File: src/rtl/wb_arbiter.sv
// Two-master, one-slave Wishbone arbiter: round-robin on cyc, grant held for the whole
// cycle so bursts are never split, plus a watchdog that turns a hung slave into err.
module wb_arbiter #(
   parameter int timeout = 255
) (
   input  logic        clk,
   input  logic        rst_n,
   // requester 0
   input  logic [31:0] wb_m0_adr,
   input  logic [31:0] wb_m0_dat_ms,
   output logic [31:0] wb_m0_dat_sm,
   input  logic [3:0]  wb_m0_sel,
   input  logic        wb_m0_we,
   input  logic        wb_m0_stb,
   input  logic        wb_m0_cyc,
   input  logic [2:0]  wb_m0_cti,
   input  logic [1:0]  wb_m0_bte,
   output logic        wb_m0_ack,
   output logic        wb_m0_err,
   output logic        wb_m0_rty,
   // requester 1
   input  logic [31:0] wb_m1_adr,
   input  logic [31:0] wb_m1_dat_ms,
   output logic [31:0] wb_m1_dat_sm,
   input  logic [3:0]  wb_m1_sel,
   input  logic        wb_m1_we,
   input  logic        wb_m1_stb,
   input  logic        wb_m1_cyc,
   input  logic [2:0]  wb_m1_cti,
   input  logic [1:0]  wb_m1_bte,
   output logic        wb_m1_ack,
   output logic        wb_m1_err,
   output logic        wb_m1_rty,
   // shared slave
   output logic [31:0] wb_s_adr,
   output logic [31:0] wb_s_dat_ms,
   input  logic [31:0] wb_s_dat_sm,
   output logic [3:0]  wb_s_sel,
   output logic        wb_s_we,
   output logic        wb_s_stb,
   output logic        wb_s_cyc,
   output logic [2:0]  wb_s_cti,
   output logic [1:0]  wb_s_bte,
   input  logic        wb_s_ack,
   input  logic        wb_s_err,
   input  logic        wb_s_rty
);

   localparam int TW = (timeout > 0) ? $clog2(timeout + 1) : 1;
   localparam logic [TW-1:0] TLAST = TW'((timeout > 0) ? timeout - 1 : 0);

   typedef enum logic [1:0] {IDLE, GNT0, GNT1} state_t;

   state_t          state_q, state_d;
   logic            last_q, last_d;
   logic [TW-1:0]   tcnt_q, tcnt_d;
   logic            to_err_q, to_err_d;
   logic            own_cyc, own_stb, stall;

   always_comb begin
      state_d = state_q;
      case (state_q)
         IDLE: begin
            if (wb_m0_cyc && wb_m1_cyc) state_d = last_q ? GNT0 : GNT1;
            else if (wb_m0_cyc)         state_d = GNT0;
            else if (wb_m1_cyc)         state_d = GNT1;
         end
         GNT0:    if (!wb_m0_cyc) state_d = wb_m1_cyc ? GNT1 : IDLE;
         GNT1:    if (!wb_m1_cyc) state_d = wb_m0_cyc ? GNT0 : IDLE;
         default: state_d = IDLE;
      endcase

      last_d = last_q;
      if (state_d == GNT0 && state_q != GNT0) last_d = 1'b0;
      if (state_d == GNT1 && state_q != GNT1) last_d = 1'b1;
   end

   always_comb begin
      own_cyc = 1'b0;
      own_stb = 1'b0;
      case (state_q)
         GNT0:    begin own_cyc = wb_m0_cyc; own_stb = wb_m0_stb; end
         GNT1:    begin own_cyc = wb_m1_cyc; own_stb = wb_m1_stb; end
         default: begin own_cyc = 1'b0;      own_stb = 1'b0;      end
      endcase
   end

   // A slave ack on the final stall cycle beats the timeout; any break in the stall restarts the count.
   always_comb begin
      tcnt_d   = '0;
      to_err_d = 1'b0;
      stall    = own_cyc & own_stb & ~wb_s_ack & ~wb_s_err & ~to_err_q & (state_d == state_q);
      if (timeout != 0 && stall) begin
         if (tcnt_q == TLAST) to_err_d = 1'b1;
         else                 tcnt_d   = tcnt_q + TW'(1);
      end
   end

   always_comb begin
      wb_s_adr    = wb_m0_adr;
      wb_s_dat_ms = wb_m0_dat_ms;
      wb_s_sel    = wb_m0_sel;
      wb_s_we     = wb_m0_we;
      wb_s_cti    = wb_m0_cti;
      wb_s_bte    = wb_m0_bte;
      wb_s_cyc    = 1'b0;
      wb_s_stb    = 1'b0;
      wb_m0_ack   = 1'b0;
      wb_m0_err   = 1'b0;
      wb_m0_rty   = 1'b0;
      wb_m1_ack   = 1'b0;
      wb_m1_err   = 1'b0;
      wb_m1_rty   = 1'b0;
      case (state_q)
         GNT0: begin
            wb_s_cyc  = wb_m0_cyc;
            wb_s_stb  = wb_m0_cyc & wb_m0_stb & ~to_err_q;
            wb_m0_ack = wb_s_ack & ~to_err_q;
            wb_m0_err = wb_s_err | to_err_q;
            wb_m0_rty = wb_s_rty & ~to_err_q;
         end
         GNT1: begin
            wb_s_adr    = wb_m1_adr;
            wb_s_dat_ms = wb_m1_dat_ms;
            wb_s_sel    = wb_m1_sel;
            wb_s_we     = wb_m1_we;
            wb_s_cti    = wb_m1_cti;
            wb_s_bte    = wb_m1_bte;
            wb_s_cyc    = wb_m1_cyc;
            wb_s_stb    = wb_m1_cyc & wb_m1_stb & ~to_err_q;
            wb_m1_ack   = wb_s_ack & ~to_err_q;
            wb_m1_err   = wb_s_err | to_err_q;
            wb_m1_rty   = wb_s_rty & ~to_err_q;
         end
         default: ;
      endcase
   end

   assign wb_m0_dat_sm = wb_s_dat_sm;
   assign wb_m1_dat_sm = wb_s_dat_sm;

   always_ff @(posedge clk or negedge rst_n) begin
      if (!rst_n) begin
         state_q  <= IDLE;
         last_q   <= 1'b1;
         tcnt_q   <= '0;
         to_err_q <= 1'b0;
      end else begin
         state_q  <= state_d;
         last_q   <= last_d;
         tcnt_q   <= tcnt_d;
         to_err_q <= to_err_d;
      end
   end

endmodule
File: config.mk
export PLATFORM = sky130hd
export DESIGN_NAME = wb_arbiter
export DESIGN_NICKNAME = d
export VERILOG_FILES = /design/src/rtl/wb_arbiter.sv
export SDC_FILE = /design/constraint.sdc
export NUM_CORES = 1
export LEC_CHECK = 0
export BUFFER_PORTS_ARGS = -buffer_cell sky130_fd_sc_hd__buf_2
export CAP_MARGIN = 15
export CORE_AREA = 3 3 130 132
export CTS_CLUSTER_DIAMETER = 30
export CTS_CLUSTER_SIZE = 28
export DETAILED_ROUTE_END_ITERATION = 7
export DIE_AREA = 0 0 133 135
export RECOVER_POWER = 25
export SLEW_MARGIN = 20
export SYNTH_ARGS = -nofsm -noshare
export SYNTH_HDL_FRONTEND = slang
export SYNTH_SLANG_ARGS = --single-unit
File: constraint.sdc
create_clock -name clk -period 2.68 [get_ports clk]
set_clock_uncertainty 0.05 [all_clocks]
set_input_delay 0.268 -clock clk [delete_from_list [all_inputs] [get_ports clk]]
set_output_delay 0.268 -clock clk [all_outputs]
set_load 0.01 [all_outputs]
==> out/qor_table.md, run 1 <==
| Result | This run | Unit |
|:---|:---|:---|
| Worst stage delay on the critical path | 0.49 | ns |
| Number of synthesized flops with an enable pin | 0 | - |
| RSZ-0062 raised after global routing | false | - |
| Antenna violations before repair | 1 | - |
| WP buf/inv | 3 | - |
| Setup TNS after final layout | 0 | ns |
| Post-synthesis cell type with the largest combined area | sky130_fd_sc_hd__mux2_2 | - |
| Final count of pins violating max slew | 0 | - |
| Simple-gate share of the synthesized area | 15.6 | % |
| Mapped Area | 0.00239 | mm2 |
| Post-CTS resize count | 0 | - |
| Mux cell area share after synthesis | 35.4 | % |
| # setup viols final | 0 | - |
| Count of input and output buffers | 238 | - |
| Cell family with most CP delay | buffers and inverters | - |
| Routed WL per cell | 17.1 | um |
| Area enclosed by the die boundary | 0.0180 | mm2 |
| First-iteration detailed-routing DRC count | 85 | - |
| YS warnings | 0 | - |
| Clock tree root buffer cell | sky130_fd_sc_hd__clkbuf_16 | - |
| Routability congestion estimate | 0.760 | - |
| Number of endpoints with negative hold slack in the final report | 0 | - |
| Clock insertion delay at the later pin of the skew report | 0.24 | ns |
| Core Area | 0.0158 | mm2 |
| LEAKAGE | 1.69 | nW |
| Area growth from synthesis to layout | 43.4 | % |
| Compound-gate portion of the synthesized area | 6.86 | % |
| Share of synthesized area occupied by flip-flops and latches | 12.6 | % |
| Synthesis-stage register bit count | 12 | - |
| Upper clock frequency limit | 403 | MHz |
| Vias in the first global route | 2464 | - |
| Post-layout util | 21.6 | % |
| Kind of start point of the critical path | flip-flop | - |
| Total routed wire length on the met1 layer | 4840 | um |
| Critical path data arrival time | 2.17 | ns |
| Wire length reported by the detailed router | 10900 | um |
| Post-route fraction of the period consumed by the critical path | 92.7 | % |
| Per-cell via count in the routed design | 3.87 | - |
| Syn Nets | 448 | - |
| Met2 routed WL | 4940 | um |
| Total half-perimeter wirelength after legalization and detailed placement | 9650 | um |
| Number of buffers added to fix hold violations after cts | 1 | - |
| Wire length of the first global-routing pass | 15100 | um |
| Normalized max-slew margin | 70.4 | % |
| Critical-path top delay cell | sky130_fd_sc_hd__dfrtp_1 | - |
| Amount of wire on met3 after detailed routing | 1030 | um |
| Dominant combinational cell family by area after synthesis | multiplexers | - |
| Proportion of netlist area held by the largest area contributor | 35.4 | % |
| TritonCTS clock tree | done | - |
| Endpoint class of the critical path | output pin | - |
| XOR/XNOR share of the synthesized area | 2.20 | % |
| Worst IR Drop VDD | 0.249 | mV |
| Total Nets Final | 617 | - |
| Die boundary height | 135 | um |
| Most frequent standard cell in the layout excluding fill and tap cells | sky130_fd_sc_hd__buf_2 | - |
| Class of the tightest hold or removal check | primary input to asynchronous set/reset pin | - |
| GRT Total Usage | 11.0 | % |
| Bufs on Longest Clock Path | 2 | - |
| I/O pin cnt | 335 | - |
| Maximum fanout count along the critical path | 42 | - |
| Overflow left after global routing | 0 | - |
| Post-synthesis async set-or-reset flop share | 100 | % |
| Count of mapped cells out of synthesis | 252 | - |
| Highest routed metal layer | met4 | - |
| DRC violation count after routing | 0 | - |
| Number of iterations in the first detailed-routing pass | 4 | - |
| Pwr per Cell Area | 677 | mW/mm2 |
| Tightest Pin Transition | 0.442 | ns |
| Starting density of the core | 15.1 | % |
| Setup Crit Path Kind | flip-flop to output pin | - |
| Number of nets still failing antenna checks after routing | 0 | - |
| Die span in x | 133 | um |
| Via count | 2461 | - |
| Count of unique library cells instantiated by Yosys | 47 | - |
| Data required time at the worst endpoint | 2.36 | ns |
| H-tree depth reported by CTS | 1 | - |
| Clock transition at the register clock pins on the worst setup and hold paths after CTS | 0.04 | ns |
| Share of layout cells above drive strength 1 | 79.8 | % |
| Commonest non-fill, non-tap cells in the layout | sky130_fd_sc_hd__buf_2, sky130_fd_sc_hd__mux2_2, sky130_fd_sc_hd__dfrtp_1, sky130_fd_sc_hd__or4_1, sky130_fd_sc_hd__ha_1 | - |
| Inserted Diodes | 0 | - |
| Most used DFF post-synth | sky130_fd_sc_hd__dfrtp_1 | - |
| Sink Count | 12 | - |
| Max-capacitance violation count | 0 | - |
| Adder and majority cell fraction of the synthesized area | 3.67 | % |
| Status | complete, no violations | - |
| Post-CTS setup-driven buffer insertion count | 0 | - |
| Synthesized area per cell | 9.48 | um2 |
| Row count | 46 | - |
| CTS Buf Count | 3 | - |
| Post-route minimum period | 2.48 | ns |
| Pin count of the biggest net entering global routing | 43 | - |
| Critical Path, Cell by Cell | inv_1, ha_4, buf_12, mux2_2, buf_2 | - |
| Biggest area contributors in the synthesized netlist | sky130_fd_sc_hd__mux2_2, sky130_fd_sc_hd__buf_4, sky130_fd_sc_hd__dfrtp_1 | - |
synthesized netlist by cell type (3+ instances only):
master and number:
sky130_fd_sc_hd__a31oi_1 3, sky130_fd_sc_hd__and3_1 3, sky130_fd_sc_hd__and3b_1 4, sky130_fd_sc_hd__buf_4 66, sky130_fd_sc_hd__clkbuf_1 7, sky130_fd_sc_hd__dfrtp_1 11, sky130_fd_sc_hd__ha_1 7, sky130_fd_sc_hd__inv_1 3
sky130_fd_sc_hd__mux2_2 75, sky130_fd_sc_hd__nand2_1 5, sky130_fd_sc_hd__nand3_1 5, sky130_fd_sc_hd__nor2_1 3, sky130_fd_sc_hd__nor3_2 5, sky130_fd_sc_hd__or3_1 3, sky130_fd_sc_hd__or4_1 6, sky130_fd_sc_hd__xor2_1 5
metal layers:
metal / track usage, % / vias to the layer above
met5: 0 / -
met4: 1.50 / 0
met3: 4.21 / 7
met2: 16.5 / 159
met1: 15.2 / 1118
li1: - / 1177
logic make-up after synthesis:
logic type,after synthesis
AO/OA/AOI/OAI,20
XOR/XNOR,6
adder cells (fa/ha/maj),7
buffers and inverters,80
flip-flops,12
multiplexers,75
AND/OR/NAND/NOR,52
stage by stage:
stage	hold slack, ns	std cells	power (W)	setup WS [ns]	cell area, um2
floorplan	-0.0776	252	0.00146	0.424	2390
global placement	0.108	631	0.00206	0.325	3340
detailed placement	0.113	631	0.00207	0.302	3340
CTS	0.395	636	0.00236	0.167	3420
global route	0.419	636	0.00247	0.0710	3420
finish	0.400	636	0.00232	0.197	3420
state kept, by name, indices dropped and copies added, names as in the netlist:
signal    flops
tcnt_q        8
state_q       2
last_q        1
to_err_q      1
layout make-up:
cell class / count / area, um2
sequential: 12 / 302
inverter: 3 / 11.3
tap: 216 / 270
multi-input combinational: 160 / 1530
timing repair buffer: 241 / 1230
fill: 1780 / 12400
clock buffer: 4 / 78.8
final timing paths:
check | depth (start not counted) | to | startpoint | slack [ns]
setup / recovery | 5 | wb_s_dat_ms[12] | state_q[0] | 0.20
hold / removal | 2 | tcnt_q[0] | rst_n | 0.40
hold reg to reg | 1 | last_q | last_q | 0.54
setup reg to reg | 7 | tcnt_q[5] | state_q[0] | 0.31
min in group clk | 3 | state_q[1] | wb_m0_cyc | 0.40
max in group asynchronous | 2 | last_q | rst_n | 1.91
worst register-to-register path, delay by kind of cell (launching register included):
kind,cells,cell delay [ns]
buf+inv,1,0.17
compound gates,2,0.69
flops,1,0.53
simple gates,3,0.48
fa+ha+maj,1,0.32
report_power, final:
group          switching (W)  internal, W
Clock              0.0000754     0.000200
Combinational       0.000929     0.000855
Sequential         0.0000482     0.000210
(Power assumes the default switching activity.)
==> run 2, diff against run 1 <==
--- a/config.mk
+++ b/config.mk
@@ -7,11 +7,11 @@
 export LEC_CHECK = 0
 export BUFFER_PORTS_ARGS = -buffer_cell sky130_fd_sc_hd__buf_2
 export CAP_MARGIN = 15
-export CORE_AREA = 3 3 130 132
+export CORE_AREA = 3 3 128 130
 export CTS_CLUSTER_DIAMETER = 30
 export CTS_CLUSTER_SIZE = 28
 export DETAILED_ROUTE_END_ITERATION = 7
-export DIE_AREA = 0 0 133 135
+export DIE_AREA = 0 0 131 133
 export RECOVER_POWER = 25
 export SLEW_MARGIN = 20
 export SYNTH_ARGS = -nofsm -noshare
==> constraint.sdc (replaced) <==
create_clock -name clk -period 2.9 [get_ports clk]
set_clock_uncertainty 0.05 [all_clocks]
set_input_delay 0.29 -clock clk [delete_from_list [all_inputs] [get_ports clk]]
set_output_delay 0.29 -clock clk [all_outputs]
set_load 0.01 [all_outputs]
==> run 2 against run 1 <==
Final area decreased by 0.11%. Largest cell class unchanged. Largest power group unchanged. Count of clock-buffer cells in the layout unchanged. Critical path type unchanged. Setup slack improved by 0.015 ns. Global-route usage increased by 2.0 points. Via count increased by 1.6%. Sequential share of layout area about the same. Non-clock buffer count decreased by 1. Register-to-register slack about the same.
==> out/qor_table.md, run 2 (synthesis gave the netlist of run 1 again) <==
| Result | This run | Unit | vs previous |
|:---|:---|:---|:---|
| Status | complete, no violations | - |  |
| Worst IR Drop VDD | 0.228 | mV | -8.6% |
| Per-cell via count in the routed design | 3.97 | - | +2.6% |
| Pin count of the biggest net entering global routing | 56 | - | +30% |
| Antenna violations before repair | 3 | - | +2 |
| Vias in the first global route | 2592 | - | +5.2% |
| Clock tree root buffer cell | sky130_fd_sc_hd__clkbuf_16 | - |  |
| Most frequent standard cell in the layout excluding fill and tap cells | sky130_fd_sc_hd__buf_2 | - |  |
| Commonest non-fill, non-tap cells in the layout | sky130_fd_sc_hd__buf_2, sky130_fd_sc_hd__mux2_2, sky130_fd_sc_hd__dfrtp_1, sky130_fd_sc_hd__or4_1, sky130_fd_sc_hd__ha_1 | - |  |
| Total routed wire length on the met1 layer | 5730 | um | +18% |
| Post-route fraction of the period consumed by the critical path | 92.7 | % |  |
| Clock insertion delay at the later pin of the skew report | 0.24 | ns | about the same |
| I/O pin cnt | 335 | - | unchanged |
| Fillcell total | 1714 | - | -3.7% |
| Pwr per Cell Area | 645 | mW/mm2 | -4.8% |
| Highest routed metal layer | met5 | - |  |
| Total Nets Final | 616 | - | -0.16% |
| Normalized max-slew margin | 66.7 | % | -3.7 points |
| Flip-flop count of the largest register after layout | 8 | - | unchanged |
| Register containing the most flip-flops in the final layout | tcnt_q | - |  |
| Data required time at the worst endpoint | 2.56 | ns | +0.20 ns |
| RSZ-0062 raised after global routing | false | - |  |
| Number of iterations in the first detailed-routing pass | 4 | - | unchanged |
| Die span in x | 131 | um | -1.5% |
| Share of layout cells above drive strength 1 | 80.0 | % | +0.19 points |
| Core Area | 0.0153 | mm2 | -3.6% |
| H-tree depth reported by CTS | 1 | - | unchanged |
| Total half-perimeter wirelength after legalization and detailed placement | 10600 | um | +9.6% |
| LEAKAGE | 1.69 | nW | about the same |
| Number of endpoints with negative hold slack in the final report | 0 | - | unchanged |
| TritonCTS clock tree | done | - |  |
| Overflow left after global routing | 0 | - | unchanged |
| Overall power of the completed layout | 0.00221 | W | -4.9% |
| Met2 routed WL | 5030 | um | +2.0% |
| Endpoint class of the critical path | output pin | - |  |
| Count of input and output buffers | 238 | - | unchanged |
| Upper clock frequency limit | 372 | MHz |  |
| Biggest regs | tcnt_q (8), state_q (2) | - |  |
| Amount of wire on met3 after detailed routing | 1060 | um | +3.1% |
| Inserted Diodes | 0 | - | unchanged |
| Setup Crit Path Kind | flip-flop to output pin | - |  |
| Sink Count | 12 | - | unchanged |
| Starting density of the core | 15.7 | % | +0.56 points |
| Max-capacitance violation count | 0 | - | unchanged |
| Tightest Pin Transition | 0.497 | ns | +0.0551 ns |
| Critical path data arrival time | 2.35 | ns | +0.18 ns |
| Area enclosed by the die boundary | 0.0174 | mm2 | -3.0% |
| DRC violation count after routing | 0 | - | unchanged |
| Wire length of the first global-routing pass | 16900 | um | +12% |
| # setup viols final | 0 | - | unchanged |
| Number of nets still failing antenna checks after routing | 0 | - | unchanged |
| GRT Total Usage | 13.0 | % | +2.0 points |
| Area growth from synthesis to layout | 43.2 | % |  |
| Via count | 2501 | - | +1.6% |
| Post-route minimum period | 2.69 | ns |  |
| Maximum fanout count along the critical path | 55 | - | +31% |
| CTS Buf Count | 3 | - | unchanged |
| Die boundary height | 133 | um | -1.5% |
| Kind of start point of the critical path | flip-flop | - |  |
| Final count of pins violating max slew | 0 | - | unchanged |
| Routability congestion estimate | 0.780 | - | +2.6% |
| Row count | 45 | - | -2.2% |
| First-iteration detailed-routing DRC count | 75 | - | -12% |
| Class of the tightest hold or removal check | primary input to asynchronous set/reset pin | - |  |
| Clock transition at the register clock pins on the worst setup and hold paths after CTS | 0.05 | ns | about the same |
| Setup TNS after final layout | 0 | ns | unchanged |
| Wire length reported by the detailed router | 11900 | um | +9.2% |
| Routed WL per cell | 18.8 | um | +10% |
| Bufs on Longest Clock Path | 2 | - | unchanged |
[run 2: cell types whose count changed in the layout (fill, tap and decap cells not counted)]
cell / delta
sky130_fd_sc_hd__buf_4: -1
sky130_fd_sc_hd__clkbuf_8: +1
sky130_fd_sc_hd__clkbuf_1: -1
[run 2: power breakdown]
group / total, W / internal [W] / switching (W)
sequential: 0.000241 / 0.000194 / 0.0000465
combinational: 0.00168 / 0.000786 / 0.000898
clock: 0.000280 / 0.000208 / 0.0000723
total: 0.00221 / 0.00119 / 0.00102
[run 2: routing by layer]
layer  global-route usage, %  vias up
met4                   0.686        6
met5                       0        -
met1                    20.1     1163
met3                    4.68        8
li1                        -     1172
met2                    17.8      152
[run 2: through the flow]
stage	hold slack (ns)	std cells	util, %	area, um2	setup slack, ns
global route	0.438	630	22.4	3420	0.0871
floorplan	-0.0556	252	-	2390	0.622
finish	0.410	630	22.4	3420	0.212
CTS	0.403	630	22.4	3420	0.192
detailed placement	0.132	625	21.8	3320	0.292
global placement	0.137	625	21.8	3320	0.420
[run 2: worst max-delay path, stage by stage (launching register included)]
cell                      delay (ns)
sky130_fd_sc_hd__dfrtp_1        0.50
sky130_fd_sc_hd__inv_1          0.20
sky130_fd_sc_hd__ha_4           0.46
sky130_fd_sc_hd__buf_12         0.32
sky130_fd_sc_hd__mux2_2         0.42
sky130_fd_sc_hd__buf_2          0.16
[run 2: area by class of cell]
class                           instances  area [um2]  share of cell area, %
Sequential cell                        12         302                   8.81
Tap cell                              211         264                   7.72
Clock buffer                            4        88.8                   2.60
Multi-Input combinational cell        160        1530                   44.8
Inverter                                3        11.3                  0.329
Timing Repair Buffer                  240        1220                   35.7
[run 2: path summary, 6_finish.rpt]
path	startpoint	end	slack, ns	cells after the start
setup / recovery	state_q[0]	wb_s_dat_ms[30]	0.21	5
hold / removal	rst_n	tcnt_q[3]	0.41	2
setup reg to reg	state_q[0]	tcnt_q[4]	0.32	7
hold reg to reg	last_q	last_q	0.54	1
max in group asynchronous	rst_n	last_q	2.11	2
min in group clk	wb_m0_cyc	state_q[1]	0.41	3
[run 2: repair_timing]
item	in CTS	in global routing
buffers inserted	0	0
gates resized for setup	0	0
hold buffers	1	0
endpoints found under the hold margin	11	0
==> run 3, diff against run 2 <==
--- a/config.mk
+++ b/config.mk
@@ -12,7 +12,7 @@
 export CTS_CLUSTER_SIZE = 28
 export DETAILED_ROUTE_END_ITERATION = 7
 export DIE_AREA = 0 0 131 133
-export RECOVER_POWER = 25
+export RECOVER_POWER = 100
 export SLEW_MARGIN = 20
 export SYNTH_ARGS = -nofsm -noshare
 export SYNTH_HDL_FRONTEND = slang
==> run 3 against run 2 <==
Final area is 2.8% lower. Maximum frequency is 2.1% lower. Register-to-register slack lost 0.05 ns. Global-route usage did not move. Sequential cell count unchanged.
==> out/qor_table.md, run 3 (synthesis gave the netlist of run 1 again) <==
| Result | This run | Unit | vs previous |
|:---|:---|:---|:---|
| Bufs on Longest Clock Path | 2 | - | unchanged |
| Clock insertion delay at the later pin of the skew report | 0.24 | ns | about the same |
| Count of input and output buffers | 238 | - | unchanged |
| Final count of pins violating max slew | 0 | - | unchanged |
| Critical-path top delay cell | sky130_fd_sc_hd__dfrtp_1 | - |  |
| Cell family with most CP delay | buffers and inverters | - |  |
| CTS Buf Count | 3 | - | unchanged |
| GRT Total Usage | 13.0 | % | unchanged |
| Inserted Diodes | 0 | - | unchanged |
| TritonCTS clock tree | done | - |  |
| Setup Crit Path Kind | flip-flop to output pin | - |  |
| Status | complete, no violations | - |  |
| # setup viols final | 0 | - | unchanged |
| Row count | 45 | - | unchanged |
| Worst IR Drop VDD | 0.226 | mV | -0.55% |
| Final cell area excluding filler cells | 0.00333 | mm2 | -2.8% |
| Setup TNS after final layout | 0 | ns | unchanged |
| WP buf/inv | 3 | - | unchanged |
| Share of layout cells above drive strength 1 | 59.9 | % | -20 points |
| Sequential fraction of design power | 11.4 | % | +0.5 points |
| Clock tree root buffer cell | sky130_fd_sc_hd__clkbuf_16 | - |  |
| First-iteration detailed-routing DRC count | 102 | - | +36% |
| Post-CTS resize count | 0 | - | unchanged |
| Flip-flop count of the largest register after layout | 8 | - | unchanged |
| Final Worst Setup Slack | 0.154 | ns | -0.0582 ns |
| Pint | 0.00110 | W | -7.8% |
| DRC violation count after routing | 0 | - | unchanged |
| Biggest regs | tcnt_q (8), state_q (2) | - |  |
| Overflow left after global routing | 0 | - | unchanged |
| Starting density of the core | 15.7 | % | unchanged |
| Area enclosed by the die boundary | 0.0174 | mm2 | unchanged |
| Upper clock frequency limit | 364 | MHz | -2.1% |
| Routability congestion estimate | 0.780 | - | unchanged |
| Pwr per Cell Area | 635 | mW/mm2 | -1.5% |
| Number of endpoints with negative hold slack in the final report | 0 | - | unchanged |
| Clock network fraction of total power | 13.3 | % | +0.6 points |
| Setup slack at placement | 0.292 | ns | unchanged |
| LEAKAGE | 1.54 | nW | -8.7% |
| Per-cell via count in the routed design | 3.97 | - | +0.12% |
| Via count | 2504 | - | +0.12% |
| RSZ-0062 raised after global routing | false | - |  |
| Number of nets still failing antenna checks after routing | 0 | - | unchanged |
| Post-route minimum period | 2.75 | ns | +0.0582 ns |
| Wire length reported by the detailed router | 12000 | um | +0.75% |
| I/O pin cnt | 335 | - | unchanged |
| Share of power burned in combinational logic | 75.4 | % | -1.0 points |
| Total Nets Final | 616 | - | unchanged |
| Class of the tightest hold or removal check | primary input to flip-flop | - |  |
| Routed WL per cell | 19.0 | um | +0.75% |
| Pin count of the biggest net entering global routing | 56 | - | unchanged |
| Wire length of the first global-routing pass | 16900 | um | unchanged |
| Max-capacitance violation count | 0 | - | unchanged |
| Maximum fanout count along the critical path | 55 | - | unchanged |
| Endpoint class of the critical path | output pin | - |  |
| Net load switching power | 0.00102 | W | about the same |
| Antenna violations before repair | 3 | - | unchanged |
| Switching Fraction | 48.1 | % | +2.0 points |
| Vias in the first global route | 2592 | - | unchanged |
| Critical Path, Cell by Cell | inv_1, ha_4, buf_12, mux2_1, buf_2 | - |  |
| Placed Area | 0.00332 | mm2 | unchanged |
| H-tree depth reported by CTS | 1 | - | unchanged |
| Area growth from synthesis to layout | 39.2 | % |  |
| Worst stage delay on the critical path | 0.50 | ns | about the same |
| Commonest non-fill, non-tap cells in the layout | sky130_fd_sc_hd__buf_2, sky130_fd_sc_hd__clkbuf_1, sky130_fd_sc_hd__mux2_2, sky130_fd_sc_hd__mux2_1, sky130_fd_sc_hd__dfrtp_1 | - |  |
| Register containing the most flip-flops in the final layout | tcnt_q | - |  |
| Clock transition at the register clock pins on the worst setup and hold paths after CTS | 0.04 | ns | about the same |
| Die boundary height | 133 | um | unchanged |
| Most frequent standard cell in the layout excluding fill and tap cells | sky130_fd_sc_hd__buf_2 | - |  |
| Data required time at the worst endpoint | 2.56 | ns | about the same |
| Total half-perimeter wirelength after legalization and detailed placement | 10600 | um | unchanged |
| Post-route fraction of the period consumed by the critical path | 94.7 | % | +2.0 points |
| Tightest Pin Transition | 0.643 | ns | +0.146 ns |
| Normalized max-slew margin | 57.1 | % | -9.6 points |
| Sink Count | 12 | - | unchanged |
| Kind of start point of the critical path | flip-flop | - |  |
| Core Area | 0.0153 | mm2 | unchanged |
| Die span in x | 131 | um | unchanged |
| Number of iterations in the first detailed-routing pass | 4 | - | unchanged |
| Critical path data arrival time | 2.41 | ns | +0.06 ns |
-- run 3: cell types whose count changed in the layout (fill, tap and decap cells not counted), moves of 26 or more --
cell	before	now
sky130_fd_sc_hd__clkbuf_1	0	52
sky130_fd_sc_hd__mux2_1	0	26
sky130_fd_sc_hd__buf_2	238	183
sky130_fd_sc_hd__mux2_2	75	49
-- run 3: routing by layer --
metal  GRT usage [%]  part of all wire (%)  wire length (um)  vias up
met5               0                  0.28                33        -
met4           0.686                 0.067                 8        6
met3            4.68                   8.1               971        8
met2            17.8                    43              5100      148
met1            20.1                    49              5860     1167
li1                -                     -                 -     1175
-- run 3: power groups by stage --
| stage | logic, W | registers (W) | clock network [W] |
|---|---|---|---|
| finish | 0.00159 | 0.000240 | 0.000280 |
| global route | 0.00173 | 0.000246 | 0.000298 |
| global placement | 0.00170 | 0.000240 | 0 |
| detailed placement | 0.00170 | 0.000241 | 0 |
| floorplan | 0.00113 | 0.000227 | 0 |
| CTS | 0.00171 | 0.000239 | 0.000286 |
-- run 3: worst min-delay path: stages --
cell                      delay (ns)
sky130_fd_sc_hd__buf_2          0.17
sky130_fd_sc_hd__nand3_1        0.10
sky130_fd_sc_hd__a21oi_1        0.08
-- run 3: through the flow --
| step | total power, W | instances | hold slack (ns) | utilization, % |
|---|---|---|---|---|
| 3_3_place_gp | 0.00194 | 625 | 0.137 | 21.8 |
| 4_1_cts | 0.00224 | 630 | 0.403 | 22.4 |
| 2_1_floorplan | 0.00135 | 252 | -0.0556 | - |
| 3_5_place_dp | 0.00194 | 625 | 0.132 | 21.8 |
| 5_1_grt | 0.00227 | 630 | 0.451 | 21.8 |
| 6_report | 0.00211 | 630 | 0.408 | 21.8 |
-- run 3: cell type report --
class	count	area, um2
Fill cell	1734	11900
Multi-Input combinational cell	160	1500
Timing Repair Buffer	240	1160
Sequential cell	12	302
Tap cell	211	264
Clock buffer	4	88.8
Inverter	3	11.3
-- run 3: worst paths after layout --
| check | from | to | slack [ns] | cells past startpoint |
|---|---|---|---|---|
| setup / recovery | state_q[0] | wb_s_dat_ms[30] | 0.15 | 5 |
| hold / removal | wb_m0_cyc | state_q[1] | 0.41 | 3 |
| setup reg to reg | state_q[0] | tcnt_q[4] | 0.27 | 7 |
| hold reg to reg | last_q | last_q | 0.54 | 1 |
| max in group asynchronous | rst_n | state_q[1] | 1.84 | 2 |
| min in group asynchronous | rst_n | tcnt_q[3] | 0.54 | 2 |
-- run 3: repair_timing --
item | in CTS | in global routing
hold buffers | 1 | 0
buffers inserted | 0 | 0
endpoints found under the hold margin | 11 | 0
